[config.mk]
export PLATFORM = sky130hd
export DESIGN_NAME = score_log_controller
export DESIGN_NICKNAME = d
export VERILOG_FILES = /design/src/rtl/score_pkg.sv /design/src/rtl/score_log_ptr.sv /design/src/rtl/score_log_controller.sv
export SDC_FILE = /design/constraint.sdc
export NUM_CORES = 1
export LEC_CHECK = 0
export ABC_AREA = 1
export ABC_CLOCK_PERIOD_IN_PS = 2610
export BUFFER_PORTS_ARGS = -buffer_cell sky130_fd_sc_hd__buf_2
export CAP_MARGIN = 20
export CORE_MARGIN = 2
export CORE_UTILIZATION = 25
export CTS_BUF_LIST = sky130_fd_sc_hd__clkbuf_16
export DETAILED_ROUTE_END_ITERATION = 10
export PLACE_DENSITY = 0.46
export SLEW_MARGIN = 20
export SYNTH_ARGS = -nofsm -noshare
export SYNTH_HDL_FRONTEND = slang
export SYNTH_SLANG_ARGS = --single-unit
[constraint.sdc]
create_clock -name clk -period 2.61 [get_ports clk]
set_input_delay 0.522 -clock clk [delete_from_list [all_inputs] [get_ports clk]]
set_output_delay 0.522 -clock clk [all_outputs]
set_load 0.005 [all_outputs]
[src/rtl/score_pkg.sv]
// Shared definitions for the score log: controller state encoding and default sizes.
package score_pkg;
    localparam int DEPTH_DEF  = 512;
    localparam int DATA_W_DEF = 32;
    localparam int SCORE_W    = DATA_W_DEF;

    typedef enum logic [2:0] {
        S_IDLE    = 3'd0,
        S_WRITE   = 3'd1,
        S_RD_ADDR = 3'd2,
        S_RD_WAIT = 3'd3,
        S_RD_RESP = 3'd4,
        S_CLEAR   = 3'd5
    } state_t;
endpackage

[src/rtl/score_log_ptr.sv]
// Circular-log bookkeeping: head pointer, saturating occupancy count and
// the RAM address of the entry rd_index places back from the newest.
module score_log_ptr #(
    parameter int DEPTH  = 512,
    parameter int ADDR_W = $clog2(DEPTH)
) (
    input  logic              clk,
    input  logic              reset,
    input  logic              clr,
    input  logic              inc,
    input  logic [ADDR_W-1:0] rd_index,
    output logic [ADDR_W-1:0] head,
    output logic [ADDR_W:0]   count,
    output logic [ADDR_W-1:0] rd_addr
);
    localparam logic [ADDR_W:0] FULL = (ADDR_W+1)'(DEPTH);

    always_ff @(posedge clk) begin
        if (reset || clr) begin
            head  <= '0;
            count <= '0;
        end else if (inc) begin
            head <= head + 1'b1;
            if (count != FULL)
                count <= count + 1'b1;
        end
    end

    // head points at the next free slot, so the newest entry sits at head-1
    assign rd_addr = head - ADDR_W'(1) - rd_index;
endmodule

[src/rtl/score_log_controller.sv]
// Arbitrates the single-port score RAM between append, read-back and clear,
// and tracks the running high score.
module score_log_controller
    import score_pkg::*;
#(
    parameter int DEPTH  = DEPTH_DEF,
    parameter int ADDR_W = $clog2(DEPTH),
    parameter int DATA_W = DATA_W_DEF
) (
    input  logic              clk,
    input  logic              reset,
    input  logic              wr_req,
    input  logic [DATA_W-1:0] wr_score,
    output logic              wr_ack,
    output logic              hs_new,
    input  logic              rd_req,
    input  logic [ADDR_W-1:0] rd_index,
    output logic              rd_valid,
    output logic [DATA_W-1:0] rd_data,
    output logic              rd_miss,
    input  logic              clear_req,
    output logic              busy,
    output logic [DATA_W-1:0] high_score,
    output logic [ADDR_W:0]   count,
    output logic [ADDR_W-1:0] ram_addr,
    output logic              ram_we,
    output logic [DATA_W-1:0] ram_wdata,
    input  logic [DATA_W-1:0] ram_rdata
);
    state_t            state, state_nxt;
    logic [ADDR_W-1:0] head, rd_addr, sweep, addr_q;
    logic              hit, clr;

    assign hit  = ({1'b0, rd_index} < count);
    assign clr  = (state == S_IDLE) && clear_req;
    assign busy = (state != S_IDLE);

    score_log_ptr #(.DEPTH(DEPTH), .ADDR_W(ADDR_W)) u_ptr (
        .clk      (clk),
        .reset    (reset),
        .clr      (clr),
        .inc      (wr_ack),
        .rd_index (rd_index),
        .head     (head),
        .count    (count),
        .rd_addr  (rd_addr)
    );

    always_comb begin
        state_nxt = state;
        ram_we    = 1'b0;
        ram_addr  = addr_q;
        ram_wdata = '0;
        wr_ack    = 1'b0;
        hs_new    = 1'b0;
        rd_valid  = 1'b0;
        case (state)
            S_IDLE: begin
                if (clear_req)   state_nxt = S_CLEAR;
                else if (wr_req) state_nxt = S_WRITE;
                else if (rd_req) state_nxt = hit ? S_RD_ADDR : S_RD_RESP;
            end
            S_WRITE: begin
                ram_we    = 1'b1;
                ram_addr  = head;
                ram_wdata = wr_score;
                wr_ack    = 1'b1;
                hs_new    = (wr_score > high_score);
                state_nxt = S_IDLE;
            end
            S_RD_ADDR: begin
                ram_addr  = rd_addr;
                state_nxt = S_RD_WAIT;
            end
            S_RD_WAIT: state_nxt = S_RD_RESP;
            S_RD_RESP: begin
                rd_valid  = 1'b1;
                state_nxt = S_IDLE;
            end
            S_CLEAR: begin
                ram_we   = 1'b1;
                ram_addr = sweep;
                if (sweep == ADDR_W'(DEPTH - 1))
                    state_nxt = S_IDLE;
            end
            default: state_nxt = S_IDLE;
        endcase
        // a reset cycle must never disturb the RAM or emit a pulse
        if (reset) begin
            ram_we   = 1'b0;
            ram_addr = '0;
            wr_ack   = 1'b0;
            hs_new   = 1'b0;
            rd_valid = 1'b0;
        end
    end

    always_ff @(posedge clk) begin
        if (reset) begin
            state      <= S_IDLE;
            high_score <= '0;
            rd_data    <= '0;
            rd_miss    <= 1'b0;
            sweep      <= '0;
            addr_q     <= '0;
        end else begin
            state  <= state_nxt;
            addr_q <= ram_addr;
            if (hs_new)
                high_score <= wr_score;
            if (clr) begin
                high_score <= '0;
                sweep      <= '0;
            end
            if (state == S_CLEAR)
                sweep <= sweep + 1'b1;
            if (state == S_IDLE && state_nxt == S_RD_RESP) begin
                rd_data <= '0;
                rd_miss <= 1'b1;
            end
            if (state == S_IDLE && state_nxt == S_RD_ADDR)
                rd_miss <= 1'b0;
            if (state == S_RD_WAIT)
                rd_data <= ram_rdata;
        end
    end
endmodule

== After elaboration in Yosys (flattened, before gate mapping) ==
Index checks and enable logic that the tools add are counted.
Cells by class
  add/sub/neg operators: 5
  $lt $le $gt $ge: 2
  equal/unequal tests: 9
  multiplexer cells: 21
  reduce and logical (&&, ||, !) cells: 12
Operators by type and width (count)
  $mux 32: 3
  $gt 32x32->1: 1
  $mux 9: 3
  $pmux 9 s3: 1
  $add 9x1->9 const B: 2
  $mux 3: 5
  $pmux 3 s4: 1
  $add 10x1->10 const B: 1
  $lt 9x10->1: 1
  $ne 10x10->1 const B: 1
  $eq 3x2->1 const B: 3
  $eq 3x3->1 const B: 3
  $eq 9x9->1 const B: 1
  $sub 9x1->9 const B: 1
  $sub 9x9->9: 1
  $mux 1: 8
  $reduce_or 2->1: 3
  $reduce_bool 2->1: 2
  $eq 3x1->1 const B: 1
  $logic_and 1x1->1: 3
  $logic_not 3->1: 1
  $reduce_bool 3->1: 1
  $reduce_and 2->1: 1
  $logic_or 1x1->1: 1
Storage, ports and cells
  register bits: 105

== Longest topological paths before layout ==
Gate-level depths: netlist of run 1.
  depth after elaboration: 10
  depth in mapped cells: 18
  depth with buffers taken out: 16

== Modules after synthesis ==
Synthesis of run 1 repeated with hierarchy kept, for this count alone.
Unflattened totals
  cells, all modules: 949
  area, all modules: 6463.7 µm²
By module, submodules not included
  score_log_controller: times used 1, cells each 737, area an instance 5073.6 µm², sequential area each 1721.7 µm²
  score_log_ptr: times used 1, cells each 212, area an instance 1390.1 µm², sequential area each 380.4 µm²

== Worst setup path after synthesis of run 1 ==
OpenSTA, ideal clock, no wires.
  path kind: in2out
  from: input rd_index[0]
  to: output ram_addr[8]
  data arrival time: 1.863 ns
  data required time: 2.088 ns
  path slack: 0.225 ns
  stages: 11
  buffers on the path: 0
  cell sequence: inv_1 -> ha_1 -> inv_1 -> fa_1 -> nand3b_1 -> nand2_1 -> nand4_1 -> nand3_1 -> or2_2 -> nand3_1 -> a21oi_1
On the way
  cells in the longest elaborated chain, start to end: 3
RTL lines
  start, declared: RTL line score_log_controller.sv:17  | input logic [ADDR_W-1:0] rd_index,
  $sub 9x9->9: RTL line score_log_ptr.sv:30  | assign rd_addr = head - ADDR_W'(1) - rd_index;
  $pmux 9 s3: RTL line score_log_controller.sv:57  | case (state)
  $mux 9: RTL line score_log_controller.sv:89  | if (reset) begin
  end, declared: RTL line score_log_controller.sv:25  | output logic [ADDR_W-1:0] ram_addr,
No other way between the ends.

== Worst setup path after layout of run 1 ==
  from: input rd_index[0]
  to: output ram_addr[6]
The elaborated chain is that of the path after synthesis.

==> out/qor.txt, run 1 <==
CTS Sinks: 105
CP Capture Type: primary output
Most frequent cell after synthesis: nand2_1
Clk_lat worst skew: 360 ps
Largest net degree at the start of global routing: 65
Final period util: 105%
Antenna violations before repair: 0
Synth-to-Final Area Change: 31.8%
Total CTS buffers: 9
WL final: 19.6 mm
Nets: 1258
CP required: 2090 ps
Most frequent CP cell: nand2_1
Worst Hold Class: in2reg
PwrDens: 481 nW/um^2
Synth area leaders: dfxtp_1 (33%), nand2_1 (11%), ha_1 (11%)
Synth async-reset ratio: 0%
Gr usage total: 14.6%
Critical Path Slowest Stage Cell: fa_2
EDFF count, synth: 0
Drt initial violations: 326
Max Clk Rate: 367 MHz
Post-layout util: 33.3%
WP buf/inv: 4
Io pins: 199
# DRC: 0
# diodes: 0
Reg clk slew, reported paths: 90 ps
Ys flop type: dfxtp_1
Slew Viols, Final: 0
Initial DRT Pass Iterations: 4
GP Congestion: 0.808
Leakage power: 3.84 nW
CTS tree: done
Crit path cell chain: buf_2 > inv_1 > ha_4 > inv_2 > fa_2 > nand3b_1 > nand2_1 > nand2_1 > nand2_1 > a21oi_2 > nor2_1 > nor2_1 > nand2_1 > a21oi_2 > buf_2
Critical path startpoint: rd_index[0]
Arrival @ worst endpoint: 2210 ps
Slew @ Worst Pin: 467 ps
Via count of the first global-routing pass: 6059
Sequential Area: 2140 sq um
Period minus WS final: 2730 ps
Hold Fails Final Rpt: 0
Critical path class: in2out
Vias per cell: 4.47
Syn_nets: 1053
CP Max Fanout: 2
Critical path's largest stage delay: 330 ps
Core box area: 25000 sq um
Sequential area share after synthesis: 33.3%
Max-slew headroom: 68.9%
Die Y: 163 um
Area leader, netlist: dfxtp_1
Antenna-violating nets left: 0
CTS root buf: clkbuf_16
Vias: 6528
Chip width: 163 um
Area of the die: 26500 sq um
Max-Cap Viols: 0
Post-detail-place hpwl: 14.6 mm
Congestion Overflow GR: 0
Final worst setup slack: -118 ps
Cells after synthesis: 921
Layout cell share with drive strength beyond 1: 29.6%
Hold Path Origin: ram_rdata[2]
Final setup viols: 3
Synth top cells by count: nand2_1 (185), inv_1 (130), a21oi_1 (115), dfxtp_1 (105), nor2_1 (94)
Yosys top cell area share: 33.3%
Count of buffers from port buffering: 198
Flops & latches, synth: 105
Reg2reg start: sweep[1]
Site row count: 58
Mean post-synth cell area: 6.84 sq um
CP delay by family, top: simple AND/OR/NAND/NOR gates
Startpoint types: input pin
Multi-input gate area: 3640 sq um
Routed length per instance: 13.4 um
Clock skew: 10.6 ps
Synth Cell Area: 6300 sq um
Dpl ws: -181 ps
Status: finished with violations
Number of fillers in the final layout: 2799
Failing checks: negative setup slack
Post-CTS Hold Buffers: 0
Synth warn: 0
WHS: 401 ps
Starting Density: 25.3%
Clock Path Buffers: 2
Max H-tree Level: 3
Peak supply drop: 0.238 mV
Synth cell types: 44
First-pass GRT wire length: 31.4 mm
Unrepaired setup endpoints after global routing: true
## per-layer routing
metal,vias to the layer above,routed length [um],global-route usage [%],share of wire (%)
li1,3410,-,-,-
met1,2948,9920,20.7,51
met2,162,8640,23.0,44
met3,8,915,2.14,4.7
met4,0,142,3.74,0.72
met5,-,0,0,0
## cells by family after synthesis
group	Yosys count	share of synthesized area, %
XOR/XNOR	8	1.11
buffers and inverters	177	11.6
AND/OR/NAND/NOR	404	27.5
flip-flops	105	33.3
adder cells (fa/ha/maj)	54	10.8
AO/OA/AOI/OAI	173	15.5
## area by class of cell
| class | count | share of cell area [%] |
|---|---|---|
| clock buffer | 9 | 2.71 |
| clock inverter | 7 | 0.949 |
| inverter | 137 | 6.22 |
| multi-input combinational | 639 | 43.9 |
| sequential | 105 | 25.7 |
| tap | 330 | 4.97 |
| timing repair buffer | 234 | 15.5 |
## sequential cells by signal (all words and copies together) (netlist names)
register	flops
u_ptr.count	10
rd_data	32
sweep	9
u_ptr.head	9
addr_q	9
high_score	32
rd_miss	1
state	3
## report_power, final
part / switching, W / internal [W] / total (W) / leakage, nW
combinational: 0.000527 / 0.000347 / 0.000874 / 2.83
sequential: 0.0000372 / 0.00165 / 0.00169 / 0.862
clock: 0.000748 / 0.000686 / 0.00143 / 0.148
## tightest hold or removal path, cell delays in order
cell	delay, ps
buf_2	90
nand2_1	50
a21oi_1	50
## repair_timing
| action | in CTS | in global routing |
|---|---|---|
| setup buffers | 1 | 6 |
| pin swaps | 4 | 18 |
| endpoints found under the setup margin | 4 | 10 |
| gates cloned | 0 | 0 |
| resized for setup | 11 | 55 |
## per-stage QoR
stage / power, W / instances / TNS, ps / instance area, sq um
after floorplan: 0.00223 / 921 / 0 / 6300
after global placement: 0.00257 / 1438 / -380 / 7740
after detailed placement: 0.00257 / 1438 / -374 / 7740
after CTS: 0.00405 / 1455 / -370 / 8100
after global routing: 0.00424 / 1461 / -780 / 8310
final: 0.00400 / 1461 / -278 / 8310
## cells in the final DEF, fill, tap and decap left out, drive strengths merged
master,count
o21bai,1
inv,141
fa,1
nor2,95
o221a,1
a21o,1
a41oi,4
a31oi,5
a221oi,4
buf,234
or2,2
nand3,87
xnor2,2
o211a,1
o22ai,1
dfxtp,105
clkinv,3
nand4,8
ha,53
nor3,17
o21ai,24
o21a,2
and2,1
a21oi,125
a211oi,2
nand2,186
and3,1
a2bb2oi,1
nand3b,1
nor4,4
xor2,6
a22oi,1
clkbuf,9
nor3b,2
## final timing paths
check             slack [ps]     endpoint  cells past startpoint
setup reg to reg         340  rd_data[12]                     12
hold / removal           400   rd_data[2]                      3
hold reg to reg          450      rd_miss                      2
setup / recovery        -120  ram_addr[6]                     15
No activity file was read; power rests on OpenSTA's default activity.
==> run 2, diff against run 1 <==
--- a/config.mk
+++ b/config.mk
@@ -10,10 +10,11 @@
 export BUFFER_PORTS_ARGS = -buffer_cell sky130_fd_sc_hd__buf_2
 export CAP_MARGIN = 20
 export CORE_MARGIN = 2
-export CORE_UTILIZATION = 25
+export CORE_UTILIZATION = 52
 export CTS_BUF_LIST = sky130_fd_sc_hd__clkbuf_16
 export DETAILED_ROUTE_END_ITERATION = 10
-export PLACE_DENSITY = 0.46
+export MAX_ROUTING_LAYER = met4
+export PLACE_DENSITY = 0.82
 export SLEW_MARGIN = 20
 export SYNTH_ARGS = -nofsm -noshare
 export SYNTH_HDL_FRONTEND = slang
==> out/qor.txt, run 2 (synthesis gave the netlist of run 1 again) <==
Final period util: 104%
Reg2reg start: sweep[1]
Failing checks: negative setup slack
Reg clk slew, reported paths: 80 ps
Synth-to-Final Area Change: 27.6%
Status: finished with violations
Number of fillers in the final layout: 1045
Chip width: 114 um
Unrepaired setup endpoints after global routing: true
Largest net degree at the start of global routing: 51
Commonest non-fill, non-tap cells in the layout: buf_2 (198), nand2_1 (181), inv_1 (127)
Core box area: 11900 sq um
WP buf/inv: 4
CP required: 2090 ps
Final setup viols: 3
CTS root buf: clkbuf_16
Final std cells w/o fill: 1269
Drt initial violations: 521
Area of the die: 13000 sq um
CP Capture Type: primary output
Total CTS buffers: 9
First-pass GRT wire length: 26.4 mm
Clk_lat worst skew: 360 ps
Crit path cell chain: ha_4 > inv_2 > fa_2 > nand3b_1 > buf_4 > buf_4 > nand3_2 > nand3_4 > a31oi_4 > buf_2
Count of buffers from port buffering: 198
Critical Path Slowest Stage Cell: dfxtp_2
Starting Density: 52.9%
CP Max Fanout: 2
Clock skew: 5.90 ps
Critical path's largest stage delay: 360 ps
Site row count: 40
Hold Fails Final Rpt: 0
Slew @ Worst Pin: 452 ps
Critical path class: reg2out
GP Congestion: 0.902
R2R cell count: 12
Post-layout util: 67.5%
Most frequent CP cell: buf_4
R2r setup slk: 410 ps
Post-detail-place hpwl: 12.1 mm
Vias per cell: 5.31
Hold Path Origin: ram_rdata[19]
Sequential Area: 2120 sq um
Startpoint types: register
Slew Viols, Final: 0
Top Registers: high_score: 32 flops, rd_data: 32 flops, u_ptr.count: 10 flops
Congestion Overflow GR: 0
Initial DRT Pass Iterations: 5
Max-slew headroom: 69.7%
Routed length per instance: 13.3 um
Max H-tree Level: 3
# diodes: 0
CTS tree: done
Multi-input gate area: 3680 sq um
Antenna violations before repair: 0
WHS: 402 ps
Worst Hold End: rd_data[19]
Dpl cells: 1246
RR Endpoint: rd_data[4]
Final worst setup slack: -98.5 ps
CP delay by family, top: adder cells
Nets: 1249
Peak supply drop: 0.381 mV
Max-Cap Viols: 0
Die Y: 114 um
Leakage power: 3.80 nW
Hold depth: 3
Gr usage total: 25.5%
Io pins: 199
Commonest non-fill, non-tap cell in the layout: buf_2
Layout cell share with drive strength beyond 1: 28.1%
# DRC: 0
Max Clk Rate: 369 MHz
CTS Sinks: 105
PwrDens: 488 nW/um^2
Arrival @ worst endpoint: 2190 ps
Period minus WS final: 2710 ps
Worst Hold Class: in2reg
Via count of the first global-routing pass: 5842
Vias: 6736
Clock Path Buffers: 2
Antenna-violating nets left: 0
WL final: 16.9 mm
## run 2: changes by cell type in the layout (fill, tap and decap cells not counted), sizes merged
cell | previous run | this run
clkinvlp | 0 | 1
buf | 234 | 225
inv | 141 | 140
## run 2: stage by stage
step / instance area (sq um) / power [W] / TNS, ps / worst slack, ps
floorplan: 6300 / 0.00223 / 0 / 225
global placement: 7460 / 0.00251 / -248 / -118
detailed placement: 7460 / 0.00252 / -323 / -139
CTS: 7830 / 0.00392 / -118 / -55.3
global route: 8050 / 0.00413 / -530 / -160
finish: 8050 / 0.00393 / -215 / -98.5
## run 2: routing by layer
layer / wire [um] / part of all wire (%) / vias up / GRT usage, %
met5: 0 / 0 / - / -
met4: 407 / 2.4 / 0 / 9.67
met3: 1070 / 6.3 / 34 / 3.18
met2: 8110 / 48 / 260 / 42.3
met1: 7280 / 43 / 3034 / 31.8
li1: - / - / 3408 / -
## run 2: cell type report
type	instances	share of cell area, %
Multi-Input combinational cell	639	45.8
Tap cell	147	2.29
Timing Repair Buffer	225	15.3
Clock buffer	9	2.80
Sequential cell	105	26.4
Inverter	137	6.39
Clock inverter	7	1.03
## run 2: how the worst max path moves through the flow
stage	startpoint	endpoint	slack (ps)	cells after the start
finish	u_ptr.head[0]	ram_addr[4]	-100	10
global route	u_ptr.head[3]	ram_addr[6]	-160	11
CTS	u_ptr.head[0]	ram_addr[6]	-60	13
detailed placement	rd_index[0]	ram_addr[8]	-140	13
floorplan	rd_index[0]	ram_addr[8]	230	11
global placement	rd_index[0]	ram_addr[8]	-120	13
## run 2: worst register-to-register path, stage by stage (launching register included)
cell	delay, ps
dfxtp_1	390
ha_1	170
inv_1	60
nor3_1	250
nand3_1	150
nor3_1	180
ha_1	200
o211a_1	180
nand2_1	70
nand2_2	70
buf_12	180
nand3_1	100
a21oi_1	140
## run 2: what timing repair did
| action | in CTS | in global routing |
|---|---|---|
| endpoints found under the setup margin | 6 | 8 |
| hold buffers | 0 | 0 |
| cloned | 0 | 0 |
| pin swaps | 3 | 14 |
| resized for setup | 11 | 44 |
| setup buffers | 3 | 4 |
## run 2: where the power goes
group | leakage, nW | internal [W] | total [W] | switching, W
Clock | 0.147 | 0.000686 | 0.00139 | 0.000706
Combinational | 2.79 | 0.000342 | 0.000849 | 0.000507
Sequential | 0.856 | 0.00165 | 0.00169 | 0.0000379
Total | 3.80 | 0.00268 | 0.00393 | 0.00125
